### config.mk
export PLATFORM = sky130hd
export DESIGN_NAME = pipelined_cla_adder
export DESIGN_NICKNAME = d
export VERILOG_FILES = /design/src/rtl/cla_pkg.sv /design/src/rtl/cla_block.sv /design/src/rtl/pipelined_cla_adder.sv
export SDC_FILE = /design/constraint.sdc
export NUM_CORES = 1
export LEC_CHECK = 0
export CAP_MARGIN = 20
export CORE_ASPECT_RATIO = 1.2
export CORE_MARGIN = 2
export CORE_UTILIZATION = 50
export DETAILED_ROUTE_END_ITERATION = 10
export MAX_ROUTING_LAYER = met4
export PLACE_DENSITY_LB_ADDON = 0.3
export SYNTH_ARGS = -nofsm -noshare
export SYNTH_HDL_FRONTEND = slang
export SYNTH_SLANG_ARGS = --single-unit
### constraint.sdc
create_clock -name clk -period 6.35 [get_ports clk]
set_input_delay 0.635 -clock clk [delete_from_list [all_inputs] [get_ports clk]]
set_output_delay 0.635 -clock clk [all_outputs]
set_load 0.05 [all_outputs]
### src/rtl/cla_pkg.sv
// Shared defaults and per-stage control record for the pipelined CLA adder/subtractor.
// Data fields of a stage record (sum chunks, pending a/b) are WIDTH-dependent and live in the top.
package cla_pkg;

   localparam int CLA_WIDTH = 16;
   localparam int CLA_BLOCK = 4;

   typedef struct packed {
      logic valid;
      logic carry;
   } cla_ctrl_t;

   function automatic int cla_nstg(input int width, input int block);
      return width / block;
   endfunction

endpackage

### src/rtl/cla_block.sv
// Combinational BLOCK-bit carry-lookahead slice: every carry is a flat sum of
// generate terms gated by propagate runs, so no carry depends on another carry.
module cla_block
   import cla_pkg::*;
#(
   parameter int BLOCK = CLA_BLOCK
) (
   input  logic [BLOCK-1:0] a,
   input  logic [BLOCK-1:0] b,
   input  logic             ci,
   output logic [BLOCK-1:0] s,
   output logic             co
);

   logic [BLOCK-1:0] g;
   logic [BLOCK-1:0] p;
   logic [BLOCK:0]   c;

   assign g = a & b;
   assign p = a ^ b;

   always_comb begin
      logic term;
      logic carry;
      c    = '0;
      c[0] = ci;
      for (int i = 0; i < BLOCK; i++) begin
         term = ci;
         for (int j = 0; j <= i; j++) begin
            term = term & p[j];
         end
         carry = term;
         for (int j = 0; j <= i; j++) begin
            term = g[j];
            for (int k = j + 1; k <= i; k++) begin
               term = term & p[k];
            end
            carry = carry | term;
         end
         c[i+1] = carry;
      end
   end

   assign s  = p ^ c[BLOCK-1:0];
   assign co = c[BLOCK];

endmodule

### src/rtl/pipelined_cla_adder.sv
// Pipelined CLA adder/subtractor, one BLOCK-bit chunk resolved per stage, valid/ready on both sides.
// Optional signed-overflow and zero flags are built when CLA_FLAGS_EN is defined.
module pipelined_cla_adder
   import cla_pkg::*;
#(
   parameter int WIDTH = CLA_WIDTH,
   parameter int BLOCK = CLA_BLOCK
) (
   input  logic             clk,
   input  logic             rst,
   input  logic             in_valid,
   output logic             in_ready,
   input  logic [WIDTH-1:0] a,
   input  logic [WIDTH-1:0] b,
   input  logic             cin,
   input  logic             sub,
   output logic             out_valid,
   input  logic             out_ready,
   output logic [WIDTH-1:0] sum,
   output logic             cout,
   output logic             ovf,
   output logic             zero
);

   localparam int NSTG  = cla_nstg(WIDTH, BLOCK);
   localparam int NPEND = (NSTG > 1) ? NSTG - 1 : 1;

   if ((WIDTH % BLOCK) != 0 || NSTG < 1) begin : g_bad_cfg
      $error("pipelined_cla_adder: WIDTH must be a non-zero multiple of BLOCK");
   end

   logic             en;
   logic [WIDTH-1:0] b_eff;
   logic             c0;

   cla_ctrl_t        ctrl_q [NSTG];
   logic [WIDTH-1:0] sum_q  [NSTG];
   logic [WIDTH-1:0] pa_q   [NPEND];
   logic [WIDTH-1:0] pb_q   [NPEND];

   assign b_eff = sub ? ~b : b;
   assign c0    = cin ^ sub;

   // One shared enable: the whole pipe freezes, bubbles included, while the output is blocked.
   assign out_valid = ctrl_q[NSTG-1].valid;
   assign sum       = sum_q[NSTG-1];
   assign cout      = ctrl_q[NSTG-1].carry;
   assign en        = !out_valid || out_ready;
   assign in_ready  = en;

   for (genvar gi = 0; gi < NSTG; gi++) begin : g_stg
      logic [WIDTH-1:0] src_a;
      logic [WIDTH-1:0] src_b;
      logic [WIDTH-1:0] src_sum;
      logic [WIDTH-1:0] sum_d;
      logic             src_v;
      logic             src_c;
      logic [BLOCK-1:0] s_chunk;
      logic             co_chunk;

      if (gi == 0) begin : g_head
         assign src_a   = a;
         assign src_b   = b_eff;
         assign src_sum = '0;
         assign src_v   = in_valid;
         assign src_c   = c0;
      end else begin : g_tail
         assign src_a   = pa_q[gi-1];
         assign src_b   = pb_q[gi-1];
         assign src_sum = sum_q[gi-1];
         assign src_v   = ctrl_q[gi-1].valid;
         assign src_c   = ctrl_q[gi-1].carry;
      end

      cla_block #(.BLOCK(BLOCK)) u_cla (
         .a  (src_a[gi*BLOCK +: BLOCK]),
         .b  (src_b[gi*BLOCK +: BLOCK]),
         .ci (src_c),
         .s  (s_chunk),
         .co (co_chunk)
      );

      always_comb begin
         sum_d                     = src_sum;
         sum_d[gi*BLOCK +: BLOCK]  = s_chunk;
      end

      // Data only loads with a real op, so bubbles never disturb the visible result.
      always_ff @(posedge clk or posedge rst) begin
         if (rst) begin
            ctrl_q[gi] <= '0;
            sum_q[gi]  <= '0;
         end else if (en) begin
            ctrl_q[gi].valid <= src_v;
            if (src_v) begin
               ctrl_q[gi].carry <= co_chunk;
               sum_q[gi]        <= sum_d;
            end
         end
      end

      if (gi < NSTG - 1) begin : g_pend
         always_ff @(posedge clk or posedge rst) begin
            if (rst) begin
               pa_q[gi] <= '0;
               pb_q[gi] <= '0;
            end else if (en && src_v) begin
               pa_q[gi] <= src_a;
               pb_q[gi] <= src_b;
            end
         end
      end

      if (gi == NSTG - 1) begin : g_out
`ifdef CLA_FLAGS_EN
         logic ovf_q;
         logic zero_q;

         always_ff @(posedge clk or posedge rst) begin
            if (rst) begin
               ovf_q  <= 1'b0;
               zero_q <= 1'b0;
            end else if (en && src_v) begin
               ovf_q  <= (src_a[WIDTH-1] == src_b[WIDTH-1]) && (sum_d[WIDTH-1] != src_a[WIDTH-1]);
               zero_q <= (sum_d == '0);
            end
         end

         assign ovf  = ovf_q;
         assign zero = zero_q;
`else
         assign ovf  = 1'b0;
         assign zero = 1'b0;
`endif
      end
   end

endmodule

==> impl_results.md <==
- CTS tree: built
- Fin. max-slew vios: 0
- Row cnt: 37
- Most used cell, CP: clkdlybuf4s50_1
- Largest net degree at the start of global routing: 53
- CTS sink cnt: between 90 and 100
- GRT Util Overall: between 10% and 20%
- Reg2reg start: out_valid
- Via count: approximately 2700
- Clock Skew: approximately 0.010 ns
- Hold depth: 1
- Aggregate global routing overflow: 0
- Clk root buf: clkbuf_8
- Max-Cap Viols: 0
- Post-synth top area share: 53.4%
- Critical path's top delay family: buffers and inverters
- Stages on worst setup path: 4
- M2 GR Usage: a little over a quarter
- Critical path buffers and inverters: 3
- Count of final hold-check violations: 0
- Area contributors post-synth: dfrtp_1 (53%), mux2_2 (8.8%), mux2_4 (7.3%)
- ANT cells: 0
- Crit path largest cell delay: roughly 0.74 ns
- Ys Warns: 0
- Register area share after synthesis: 53.4%
- DRT Wirelength: 7.57 mm
- Number of synthesized flops with an enable pin: 0
- Hold Path End: g_stg[3].src_sum[1]
- DPL Wire Length: 5.54 mm
- Critical path peak fanout: 26
- Starting Density: 52.0%
- Met3 GRT Util: under 10%
- Worst-path cell chain: clkdlybuf4s50_1 -> nor2b_4 -> inv_8 -> clkdlybuf4s50_1
- Final WS setup: 3.21 ns
- Reg2reg path depth: 4
- WL/cell: 15.0 um
- Worst reg2reg path endpoint: g_stg[3].src_sum[5]
- Power density cells: 503 mW/mm2
- Dpl ws: 3.21 ns
- Full die area: roughly 0.01 mm2
- RSZ-0062 raised after global routing: false
- CTS max path bufs: 2
- Slew HR: 50.5%
- Total power: 2.68 mW
- Die Width: 90.6 um
- Outcome: finished clean
- DRT iter0 DRCs: ~130
- Syn_area_per_cell: 13.6 um2
- Final period util: ~49%
- Data arrival time of the critical path: 2.50 ns
- DR vias/cell: 5.27
- Distinct cells, synth: 32
- Ports: 59
- CP required: 5.71 ns
- Most numerous cell in the Yosys netlist: dfrtp_1
- Clk slew on worst S/H paths: around 0.090 ns
- Insertion delay to the later sink of the worst-skew pair: 0.36 ns
- DRC: 0
- Largest area contributor in the netlist: dfrtp_1
- Flop2flop setup slack: ~4.4 ns
- Worst hold path type: flip-flop to flip-flop
- Worst vdd ir: 0.182 mV
- Setup crit end kind: output pin
- Core area: between 0.008 and 0.009 mm2
- # port buffers: 56
- Pre-antenna DRT Iters: 4
- Setup TNS: 0 ns
- Asr flop ratio synth: between 90% and 100%
- Max Freq: 319 MHz
- Ys flop type: dfrtp_1
- Crit path kind: primary input to output pin
- Num CTS Buffers: 9
- Fin util: approximately three fifths
- GPL Wtd Cong: 0.762
- Initial antenna violation count: 0
- Top post-synthesis cells by count: dfrtp_1 (96), o21ai_0 (47), mux2_2 (35)
- Synth-to-Final Area Change: 18.4%
- CP max-delay cell: clkdlybuf4s50_1
- Tmin final: roughly 3.1 ns
- Routed Antenna Nets: 0
- Critical path origin: out_ready
- Chip Height: approximately 110 um
- Least-Margin Pin Slew: 0.742 ns
- H-tree depth: 3
- Setup crit start kind: primary input
- Met1 Use GR: 21.8%
- Hold Path Origin: g_stg[2].src_sum[1]
- Syn Inst Count: 330
- Post-CTS setup buffer count: 0
- Fin nets: about 450
- CTS resizes: 0
- Layout cell share with drive strength beyond 1: 20.8%
- Post-synthesis register bit count: between 90 and 100
- Synthesized cell area: between 0.004 and 0.005 mm2
- LEAKAGE: ~2.4 nW
- Vias in the first global route: 2687
- Hold bufs inserted after CTS: 0
- First-pass GRT wire length: 12.8 mm
- Final setup fails: 0
- Most used routing layer: met2
[sequential cells by signal, summed over array words and instances (netlist names)]
| register | flops |
|---|---|
| g_stg.src_sum | 24 |
| g_stg.src_b | 24 |
| out_valid | 1 |
| g_stg.src_c | 3 |
| cout | 1 |
| sum | 16 |
| g_stg.src_v | 3 |
| g_stg.src_a | 24 |
[how the worst max path moves through the flow]
stage,end,slack (ns)
floorplan,cout,3.21
global placement,in_ready,3.23
detailed placement,in_ready,3.21
CTS,in_ready,3.20
global route,in_ready,3.14
finish,in_ready,3.21
[report_power, final]
group | switching (mW) | internal (mW)
sequential | 0.169 | 0.886
combinational | 0.604 | 0.589
clock | 0.208 | 0.222
[cell usage in the layout, fill, tap and decap left out, drive strengths merged]
| master | instances |
|---|---|
| clkinv | 3 |
| or3 | 3 |
| buf | 3 |
| mux2 | 62 |
| a41o | 3 |
| clkinvlp | 1 |
| inv | 12 |
| bufinv | 2 |
| dfrtp | 96 |
| o21a | 9 |
| clkbuf | 9 |
| a21boi | 3 |
| o31ai | 5 |
| nor2 | 1 |
| clkdlybuf4s50 | 56 |
| a21o | 7 |
| xor2 | 7 |
| ha | 20 |
| xnor2 | 14 |
| conb | 2 |
| o211a | 4 |
| nand2 | 5 |
| o21ai | 48 |
| nor2b | 1 |
| o31a | 4 |
| fa | 4 |
| nor3 | 5 |
[final cells by class]
class	instances	area, um2
inverters	12	53.8
clock inverters	6	93.8
repair buffers	59	583
fillers	718	3330
multi-input cells	207	1930
clock buffers	9	124
flip-flops and latches	96	2400
well taps	117	146
[stage by stage]
stage | instance area, um2 | hold WS (ns) | instances
6_report | 5330 | 0.494 | 506
5_1_grt | 5330 | 0.511 | 506
4_1_cts | 5330 | 0.497 | 506
3_5_place_dp | 5110 | 0.478 | 491
3_3_place_gp | 5110 | 0.465 | 491
2_1_floorplan | 4500 | 0.452 | 331
[layer usage]
metal  share of wire (%)  wire length [um]
met5                   0                 0
met4                 1.6               121
met3                 3.2               246
met2                  48              3660
met1                  47              3540
[cell families after synthesis]
logic type | share of synthesized area, %
AOI/OAI and AO/OA | 11.7
xor gates and xnor gates | 4.09
adders and majority gates | 7.34
buffers and inverters | 3.92
DFF | 53.4
muxes | 17.3
other | 0.0833
and+or+nand+nor | 2.17
Note: power is estimated with default switching activity, not from simulation.
